==> config.mk <==
export PLATFORM = sky130hd
export DESIGN_NAME = mem_protect_unit_flat
export DESIGN_NICKNAME = d
export VERILOG_FILES = /design/src/rtl/mpu_pkg.sv /design/src/rtl/mem_protect_unit_if.sv /design/src/rtl/mpu_perm_table.sv /design/src/rtl/mem_protect_unit.sv /design/src/flat_wrapper.sv
export SDC_FILE = /design/constraint.sdc
export NUM_CORES = 1
export LEC_CHECK = 0
export ABC_AREA = 1
export BUFFER_PORTS_ARGS = -buffer_cell sky130_fd_sc_hd__buf_2
export CAP_MARGIN = 20
export CORE_MARGIN = 4
export CORE_UTILIZATION = 38
export CTS_BUF_LIST = sky130_fd_sc_hd__clkbuf_2
export CTS_CLUSTER_DIAMETER = 120
export DETAILED_ROUTE_END_ITERATION = 6
export GPL_ROUTABILITY_DRIVEN = 0
export GPL_TIMING_DRIVEN = 0
export PLACE_DENSITY = 0.71
export SYNTH_ARGS = -nofsm -noshare
export SYNTH_HDL_FRONTEND = slang
export SYNTH_SLANG_ARGS = --single-unit
export TNS_END_PERCENT = 20
==> constraint.sdc <==
create_clock -name clk -period 2.8 [get_ports clk]
set_input_delay 0.42 -clock clk [delete_from_list [all_inputs] [get_ports clk]]
set_output_delay 0.42 -clock clk [all_outputs]
set_load 0.05 [all_outputs]
==> src/rtl/mpu_pkg.sv <==
// Shared types and constants for the memory protection unit.
package mpu_pkg;

    typedef enum logic [2:0] {
        CAUSE_NONE   = 3'd0,
        CAUSE_BRANCH = 3'd1,
        CAUSE_JUMP   = 3'd2,
        CAUSE_READ   = 3'd3,
        CAUSE_WRITE  = 3'd4,
        CAUSE_CFG    = 3'd5
    } mpu_cause_e;

    // Bit positions within a 3-bit {X,R,W} permission entry
    localparam int PERM_X = 2;
    localparam int PERM_R = 1;
    localparam int PERM_W = 0;

    // Region 0 is kernel-only out of reset; all other regions are open
    localparam logic [2:0] PERM_RST_R0  = 3'b000;
    localparam logic [2:0] PERM_RST_DEF = 3'b111;

endpackage

==> src/rtl/mem_protect_unit_if.sv <==
// Fault reporting handshake between the protection unit and the exception unit.
interface mem_protect_unit_if
    import mpu_pkg::*;
#(
    parameter int ADDR_W = 16
);
    logic              fault_valid;
    mpu_cause_e        fault_cause;
    logic [ADDR_W-1:0] fault_addr;
    logic              fault_ack;

    modport master (output fault_valid, fault_cause, fault_addr, input fault_ack);
    modport slave  (input fault_valid, fault_cause, fault_addr, output fault_ack);
endinterface

==> src/rtl/mpu_perm_table.sv <==
// Per-region user permission table: one sync write port, three async read ports.
module mpu_perm_table
    import mpu_pkg::*;
#(
    parameter int REGION_BITS = 4
) (
    input  logic                   clk,
    input  logic                   rst_n,
    input  logic                   we,
    input  logic [REGION_BITS-1:0] waddr,
    input  logic [2:0]             wdata,
    input  logic [REGION_BITS-1:0] br_region,
    input  logic [REGION_BITS-1:0] jp_region,
    input  logic [REGION_BITS-1:0] dt_region,
    output logic                   br_x,
    output logic                   jp_x,
    output logic                   dt_r,
    output logic                   dt_w
);
    localparam int NUM_REGIONS = 1 << REGION_BITS;

    logic [NUM_REGIONS-1:0][2:0] perm;

    always_ff @(posedge clk) begin
        if (!rst_n) begin
            for (int i = 0; i < NUM_REGIONS; i++)
                perm[i] <= (i == 0) ? PERM_RST_R0 : PERM_RST_DEF;
        end else if (we) begin
            perm[waddr] <= wdata;
        end
    end

    // Reads see the pre-write contents in the cycle of a write
    assign br_x = perm[br_region][PERM_X];
    assign jp_x = perm[jp_region][PERM_X];
    assign dt_r = perm[dt_region][PERM_R];
    assign dt_w = perm[dt_region][PERM_W];

endmodule

==> src/rtl/mem_protect_unit.sv <==
// User-mode jump/branch/memory legality checker with latched fault reporting
// and a saturating fault counter.
module mem_protect_unit
    import mpu_pkg::*;
#(
    parameter int ADDR_W      = 16,
    parameter int REGION_BITS = 4,
    parameter int CNT_W       = 8
) (
    input  logic                   clk,
    input  logic                   rst_n,
    input  logic                   mode,
    input  logic                   jump,
    input  logic                   miss,
    input  logic [ADDR_W-1:0]      new_pc,
    input  logic [ADDR_W-1:0]      branch_pc,
    input  logic                   memre,
    input  logic                   memwe,
    input  logic [ADDR_W-1:0]      mem_addr,
    input  logic                   cfg_we,
    input  logic [REGION_BITS-1:0] cfg_region,
    input  logic [2:0]             cfg_perm,
    output logic                   jump_out,
    output logic                   miss_out,
    output logic                   mem_block,
    output logic                   fault_overflow,
    output logic [CNT_W-1:0]       fault_count,
    mem_protect_unit_if.master     flt
);
    logic user;
    logic br_x, jp_x, dt_r, dt_w;
    logic ill_miss, ill_jump, ill_rd, ill_wr, ill_cfg;
    logic any_fault, pending, ack_cycle;

    mpu_cause_e        det_cause;
    logic [ADDR_W-1:0] det_addr;

    logic              valid_q, valid_d;
    mpu_cause_e        cause_q, cause_d;
    logic [ADDR_W-1:0] addr_q, addr_d;
    logic              ovf_q, ovf_d;
    logic [CNT_W-1:0]  cnt_q;

    assign user = ~mode;

    mpu_perm_table #(.REGION_BITS(REGION_BITS)) u_perm (
        .clk       (clk),
        .rst_n     (rst_n),
        .we        (cfg_we & mode),
        .waddr     (cfg_region),
        .wdata     (cfg_perm),
        .br_region (branch_pc[ADDR_W-1 -: REGION_BITS]),
        .jp_region (new_pc[ADDR_W-1 -: REGION_BITS]),
        .dt_region (mem_addr[ADDR_W-1 -: REGION_BITS]),
        .br_x      (br_x),
        .jp_x      (jp_x),
        .dt_r      (dt_r),
        .dt_w      (dt_w)
    );

    assign ill_miss = user & miss  & ~br_x;
    assign ill_jump = user & jump  & ~jp_x;
    assign ill_rd   = user & memre & ~dt_r;
    assign ill_wr   = user & memwe & ~dt_w;
    assign ill_cfg  = user & cfg_we;

    assign jump_out  = jump & ~ill_jump;
    assign miss_out  = miss & ~ill_miss;
    assign mem_block = ill_rd | ill_wr;

    // Highest-priority fault only: BRANCH > JUMP > WRITE > READ > CFG
    always_comb begin
        det_cause = CAUSE_NONE;
        det_addr  = '0;
        if (ill_miss) begin
            det_cause = CAUSE_BRANCH;
            det_addr  = branch_pc;
        end else if (ill_jump) begin
            det_cause = CAUSE_JUMP;
            det_addr  = new_pc;
        end else if (ill_wr) begin
            det_cause = CAUSE_WRITE;
            det_addr  = mem_addr;
        end else if (ill_rd) begin
            det_cause = CAUSE_READ;
            det_addr  = mem_addr;
        end else if (ill_cfg) begin
            det_cause = CAUSE_CFG;
            det_addr  = {{(ADDR_W-REGION_BITS){1'b0}}, cfg_region};
        end
    end

    assign any_fault = (det_cause != CAUSE_NONE);
    assign pending   = valid_q & ~flt.fault_ack;
    assign ack_cycle = valid_q & flt.fault_ack;

    always_comb begin
        valid_d = valid_q;
        cause_d = cause_q;
        addr_d  = addr_q;
        ovf_d   = ovf_q;
        if (pending) begin
            // Unacknowledged fault keeps its cause/addr; new ones are dropped
            if (any_fault) ovf_d = 1'b1;
        end else if (any_fault) begin
            valid_d = 1'b1;
            cause_d = det_cause;
            addr_d  = det_addr;
        end else begin
            valid_d = 1'b0;
            if (ack_cycle) ovf_d = 1'b0;
        end
    end

    always_ff @(posedge clk) begin
        if (!rst_n) begin
            valid_q <= 1'b0;
            cause_q <= CAUSE_NONE;
            addr_q  <= '0;
            ovf_q   <= 1'b0;
            cnt_q   <= '0;
        end else begin
            valid_q <= valid_d;
            cause_q <= cause_d;
            addr_q  <= addr_d;
            ovf_q   <= ovf_d;
            if (any_fault && cnt_q != {CNT_W{1'b1}})
                cnt_q <= cnt_q + 1'b1;
        end
    end

    assign flt.fault_valid = valid_q;
    assign flt.fault_cause = cause_q;
    assign flt.fault_addr  = addr_q;
    assign fault_overflow  = ovf_q;
    assign fault_count     = cnt_q;

endmodule

==> src/flat_wrapper.sv <==
// flat-port wrapper written by rule: the top's interface ports become plain ports
module mem_protect_unit_flat import mpu_pkg::*;
#(
    parameter int ADDR_W      = 16,
    parameter int REGION_BITS = 4,
    parameter int CNT_W       = 8
)
  (clk, rst_n, mode, jump, miss, new_pc, branch_pc, memre, memwe, mem_addr, cfg_we, cfg_region, cfg_perm, jump_out, miss_out, mem_block, fault_overflow, fault_count, flt_fault_valid, flt_fault_cause, flt_fault_addr, flt_fault_ack);
  mem_protect_unit_if #(.ADDR_W(ADDR_W)) flt_i ();
  input  logic clk;
  input  logic rst_n;
  input  logic mode;
  input  logic jump;
  input  logic miss;
  input  logic [ADDR_W-1:0] new_pc;
  input  logic [ADDR_W-1:0] branch_pc;
  input  logic memre;
  input  logic memwe;
  input  logic [ADDR_W-1:0] mem_addr;
  input  logic cfg_we;
  input  logic [REGION_BITS-1:0] cfg_region;
  input  logic [2:0] cfg_perm;
  output logic jump_out;
  output logic miss_out;
  output logic mem_block;
  output logic fault_overflow;
  output logic [CNT_W-1:0] fault_count;
  output wire logic [$bits(flt_i.fault_valid)-1:0] flt_fault_valid;
  output wire logic [$bits(flt_i.fault_cause)-1:0] flt_fault_cause;
  output wire logic [$bits(flt_i.fault_addr)-1:0] flt_fault_addr;
  input wire logic [$bits(flt_i.fault_ack)-1:0] flt_fault_ack;
  assign flt_fault_valid = flt_i.fault_valid;
  assign flt_fault_cause = flt_i.fault_cause;
  assign flt_fault_addr = flt_i.fault_addr;
  assign flt_i.fault_ack = flt_fault_ack;
  mem_protect_unit #(.ADDR_W(ADDR_W), .REGION_BITS(REGION_BITS), .CNT_W(CNT_W)) u_core (.clk(clk), .rst_n(rst_n), .mode(mode), .jump(jump), .miss(miss), .new_pc(new_pc), .branch_pc(branch_pc), .memre(memre), .memwe(memwe), .mem_addr(mem_addr), .cfg_we(cfg_we), .cfg_region(cfg_region), .cfg_perm(cfg_perm), .jump_out(jump_out), .miss_out(miss_out), .mem_block(mem_block), .fault_overflow(fault_overflow), .fault_count(fault_count), .flt(flt_i));
endmodule
==> summary.txt, run 1 <==
Cells and area
  • Share of layout cells above drive strength 1: 0.197
  • Final instance area: 0.00502 mm^2
  • Final Non-Filler Cells: 877
  • Area Overhead vs Synth: 19.0%
  • Nets: 798
  • Commonest non-fill, non-tap cells in the layout: 158 x nand2_1, 94 x buf_2, 77 x dfxtp_1, 71 x inv_1, 60 x nand3_1
  • Most common cell after layout, fill and taps aside: nand2_1
  • Util after Layout: 0.464
  • Multi-input gate area: 0.00222 mm^2
  • Layout fillers: 1179
  • Register area: 0.00154 mm^2

Setup path
  • Critical path origin: u_core.u_perm.perm[32]$_SDFFE_PN1P_
  • Slowest CP cell: dfxtp_1
  • Worst path cell trace: nor2_1 > nor2_1 > nand2_1 > nand3_1 > nand3_1 > nand3_4 > clkbuf_4 > nand2_1 > inv_1 > buf_2
  • Worst Reg2Reg Path Length in Cells: 16
  • Slowest Stage Delay on Critical Path: roughly 430 ps
  • Critical path fanouts, max: 10
  • Crit path DAT: 2110 ps
  • CP Class: reg2out
  • RR Startpoint: u_core.u_perm.perm[36]$_SDFFE_PN1P_
  • Worst path required time: about 2400 ps
  • Crit end category: output port
  • CP startpoint kind: register

Clock network
  • Clk_lat worst skew: 510 ps
  • CTS H-tree lvls: 3
  • Clock root buffer: clkbuf_2
  • Setup bufs post-CTS: 0
  • TritonCTS clock tree: done
  • Clock sinks: 77
  • Clock transition at the registers of the reported paths: 190 ps
  • Max Buffers Root-to-Sink: 2
  • CTS Buf Count: 9

Synthesis
  • Mapped Cells: 629
  • Mean post-synth cell area: 6.72 um^2
  • Share of the synthesized area in the top cell type: 0.365
  • Synthesis-stage register bit count: 77
  • Synth cell types: 29
  • Fraction of registers with async set/reset: 0
  • Main flop type after synthesis: dfxtp_1
  • Post-Syn Nets: between 600 and 700
  • Mapped Area: 0.00422 mm^2
  • YS warnings: 0
  • Yosys top cell by area: dfxtp_1
  • Synth area leaders: dfxtp_1 36%, nand2_1 14%, o211ai_1 7.5%
  • Sequential area share after synthesis: 0.365
  • Post-synth EDFFs: 0

STA
  • Worst slew pin tran: around 570 ps
  • Fin. Hold Viols: 0
  • Clock Skews: 15.6 ps
  • Max Slew Vio Count: 0
  • RSZ-0062 raised after global routing: no
  • Fin Setup TNS: 0 ps
  • Fmax: 0.395 GHz
  • Final Cycle Share: 0.905
  • Max_slew headroom: 0.618
  • Hold Slack: 110 ps
  • Final WS setup: 266 ps
  • Post-layout min period: roughly 2500 ps
  • Final setup fails: 0

Routing
  • Final wirelength: 12300 um
  • DRC marker count from the first detailed-route iteration: 312
  • Via count: 4378
  • Final ANT Viol Nets: 0
  • DRC viols: 0
  • Vias/cell: 4.99
  • Avg WL per Cell: 14.0 um
  • First-pass DRT Iterations: 7

Floorplan
  • Row Count: 38
  • Height of the die: 113 um
  • Die ar.: 0.0129 mm^2
  • Die Span X: 113 um
  • Top-Level Pins: 96
  • Core Area: between 0.01 and 0.015 mm^2
  • Starting Density: 0.390

Global route
  • Overflow after GRT: 0
  • Initial antenna violation count: 1
  • Largest net degree at the start of global routing: 13
  • Global-route wire length before repair: 20000 um
  • Vias in the first global route: 4099
  • Total track usage: 0.192

Job
  • Max cap viols: 0

Placement
  • IO buf count: 92
  • Dpl ws: -43.9 ps
  • Cell Area, Placed: 0.00486 mm^2
  • Placed cells: around 860
  • DP HPWL: 9470 um

Worst hold path
  • Hold Path Origin: flt_fault_ack
  • Min-delay worst type: in2reg
  • Hold depth: 2

Pwr
  • P_leak: 2.50 nW
  • Power Density: 522 mW/mm^2
  • VDD IR max: about 0.3 mV
  • Total Power: 2.62 mW

Run status
  • Outcome: finished, final reports clean
## power by group
| group | internal (mW) | switching (mW) | total, mW |
|---|---|---|---|
| registers | 1.15 | 0.0282 | 1.18 |
| clock network | 0.381 | 0.390 | 0.771 |
| logic | 0.195 | 0.474 | 0.669 |
| total | 1.73 | 0.892 | 2.62 |
## state kept, by name, indices dropped and copies added (netlist names)
signal,flops
u_core.u_perm.perm,48
u_core.flt.fault_addr,16
u_core.flt.fault_cause,3
u_core.fault_overflow,1
u_core.fault_count,8
u_core.flt.fault_valid,1
## Yosys cell counts (2+ instances only)
cell	n
buf_6	6
nand3b_1	2
nor2_1	48
o21ai_1	15
nand2_2	4
nor2_4	3
o21ai_0	37
nand3_2	3
nand2_1	158
nand3_1	60
buf_2	5
xor2_1	5
o211ai_1	42
inv_2	6
buf_4	3
clkbuf_1	13
nor3_1	2
clkinv_1	2
nand3_4	3
ha_1	2
inv_1	71
dfxtp_1	77
a21oi_1	55
nor2_2	2
## kinds of logic (layout without fill, tap and decap cells)
kind of cell / Yosys count / after routing / share of synthesized area
adders and majority gates: 2 / 2 / 0.00592
other: 0 / 1 / 0
xor gates and xnor gates: 5 / 5 / 0.0104
AOI/OAI and AO/OA: 152 / 152 / 0.210
buffers and inverters: 107 / 214 / 0.110
and+or+nand+nor: 286 / 286 / 0.299
DFF: 77 / 77 / 0.365
## layer usage
metal | track usage | share of wire | vias to the layer above
met5 | 0 | 0 | -
met4 | 0.0697 | 0.017 | 0
met3 | 0.0366 | 0.064 | 15
met2 | 0.301 | 0.45 | 116
met1 | 0.264 | 0.47 | 1962
li1 | - | - | 2285
## critical path: cells and delay by family, from the launching register on
family        cells  cell delay (ps)
buf+inv           3              550
flops             1              430
simple gates      7              640
## cell type report
class                   instances  area share
multi-input cells             445       0.441
clock buffers                  10     0.00996
repair buffers                 92      0.0921
diodes                          1    0.000498
flip-flops and latches         77       0.307
plain buffers                  28      0.0354
inverters                      79      0.0590
clock inverters                 5      0.0199
well taps                     140      0.0349
## path summary, 6_finish.rpt
kind | to | slack, ps
worst min-delay path | u_core.fault_overflow$_SDFFE_PN0P_ | 110
worst max-delay path | jump_out | 270
worst min register to register | u_core.u_perm.perm[0]$_SDFFE_PN0P_ | 470
worst max register to register | u_core.flt.fault_addr[14]$_SDFFE_PN0P_ | 310
## repair_timing
| action | in CTS | in global routing |
|---|---|---|
| hold endpoints to repair | 0 | 0 |
| resized for setup | 0 | 8 |
| hold buffers | 0 | 0 |
| setup endpoints to repair | 0 | 3 |
Note: power is estimated with default switching activity, not from simulation.
==> run 2, diff against run 1 <==
Clock period 2.8 ns to 2.85 ns, I/O delays scaled along.
==> summary.txt, run 2 (synthesis results as in run 1) <==
Setup path
  • Critical path origin: u_core.u_perm.perm[32]$_SDFFE_PN1P_
  • Worst path required time: 2420 ps
  • RR Startpoint: u_core.u_perm.perm[33]$_SDFFE_PN1P_
  • Critical path fanouts, max: 10
  • CP startpoint kind: register
  • CP Class: reg2out
  • R2r setup slk: 320 ps
  • R2r endpoint: u_core.flt.fault_cause[1]$_SDFFE_PN0P_
  • Worst Reg2Reg Path Length in Cells: 15
  • Crit end category: output port
  • Crit path DAT: 2140 ps

STA
  • Final setup fails: 0
  • Worst slew pin tran: 574 ps
  • Post-layout min period: 2570 ps
  • Fmax: between 0.3 and 0.4 GHz
  • Final Cycle Share: 0.903
  • Max Slew Vio Count: 0
  • Hold Slack: roughly 120 ps
  • RSZ-0062 raised after global routing: no
  • Fin. Hold Viols: 0
  • Max_slew headroom: 0.617
  • Clock Skews: roughly 19 ps

Placement
  • IO buf count: approximately 90
  • Cell Area, Placed: 0.00486 mm^2
  • DP HPWL: 9470 um

Run status
  • Outcome: complete, but fails checks
  • Failing checks: design-rule violations

Job
  • Max cap viols: 0

Worst hold path
  • Hold depth: 2
  • Worst Hold Path EP: u_core.fault_overflow$_SDFFE_PN0P_
  • Min-delay worst type: in2reg
  • Hold Path Origin: flt_fault_ack

Floorplan
  • Die ar.: 0.0129 mm^2
  • Starting Density: 0.390
  • Die Span X: roughly 110 um
  • Height of the die: 113 um
  • Row Count: 38
  • Top-Level Pins: 96
  • Core Area: 0.0108 mm^2

Clock network
  • Clk_lat worst skew: between 500 and 600 ps
  • TritonCTS clock tree: done
  • CTS H-tree lvls: 3
  • Clock sinks: 77
  • Clock root buffer: clkbuf_2
  • Clock transition at the registers of the reported paths: 190 ps
  • Max Buffers Root-to-Sink: 2
  • CTS Buf Count: 9
  • Setup bufs post-CTS: 0

Routing
  • DRC viols: 9
  • Vias/cell: 5.02
  • Final ANT Viol Nets: 0
  • Final wirelength: approximately 12000 um
  • DRC marker count from the first detailed-route iteration: 289
  • First-pass DRT Iterations: 7
  • Via count: 4405
  • Avg WL per Cell: 14.0 um

Cells and area
  • Max FFs per register: 48
  • Most common cell after layout, fill and taps aside: nand2_1
  • Commonest non-fill, non-tap cells in the layout: 158 x nand2_1, 95 x buf_2, 77 x dfxtp_1, 71 x inv_1, 60 x nand3_1
  • Area Overhead vs Synth: 18.9%
  • Share of layout cells above drive strength 1: 0.196
  • Most flops, register: u_core.u_perm.perm
  • Nets: 798
  • Final instance area: approximately 0.0050 mm^2

Pwr
  • Power Density: 513 mW/mm^2
  • VDD IR max: 0.304 mV
  • P_leak: ~2.5 nW

Global route
  • Overflow after GRT: 0
  • Total track usage: 0.192
  • Vias in the first global route: slightly above 4000
  • Global-route wire length before repair: about 20000 um
  • Initial antenna violation count: 1
  • Largest net degree at the start of global routing: 13
run 2: area by class of cell:
class | count | area [um^2]
Fill cell | 1176 | 5820
Multi-Input combinational cell | 445 | 2220
Sequential cell | 77 | 1540
Timing Repair Buffer | 92 | 463
Inverter | 79 | 297
Tap cell | 140 | 175
Buffer | 28 | 174
Clock inverter | 5 | 100
Clock buffer | 10 | 50.0
Antenna cell | 1 | 2.50
run 2: routing by layer:
| layer | global-route usage | wire, um |
|---|---|---|
| met1 | 0.264 | 5770 |
| met2 | 0.301 | 5500 |
| met4 | 0.0697 | 204 |
| met3 | 0.0366 | 850 |
| met5 | 0 | 0 |
run 2: repair_timing:
| item | 4_1_cts | 5_1_grt |
|---|---|---|
| resized for setup | 0 | 4 |
| endpoints found under the setup margin | 0 | 1 |
| hold buffers | 0 | 0 |
run 2: through the flow:
stage	power (mW)	utilization	setup WS [ps]	instances	TNS, ps
after floorplan	1.64	-	506	629	0
after global routing	2.71	0.463	38.7	877	0
after detailed placement	1.84	0.448	-1.38	861	-1.38
final	2.57	0.463	278	877	0
after CTS	2.59	0.462	164	876	0
after global placement	1.83	0.448	-12.6	861	-28.7
run 2: critical path, cell delays in order (launching register included):
cell     delay (ps)
dfxtp_1         430
nor2_1           70
nor2_1           80
nand2_1          60
nand3_1          60
nand3_1         120
nand3_4         190
buf_2           270
nand2_1          70
inv_1            50
buf_2           250
run 2: worst max-delay path by stage:
stage | endpoint | slack (ps)
after detailed placement | u_core.flt.fault_cause[1]$_SDFFE_PN0P_ | -1
after floorplan | u_core.flt.fault_addr[15]$_SDFFE_PN0P_ | 510
after global routing | miss_out | 40
final | jump_out | 280
after CTS | miss_out | 160
after global placement | u_core.flt.fault_addr[15]$_SDFFE_PN0P_ | -10
run 2: where the power goes:
part	switching (mW)	total, mW	internal [mW]
Sequential	0.0276	1.16	1.13
Clock	0.383	0.758	0.375
Combinational	0.466	0.656	0.191
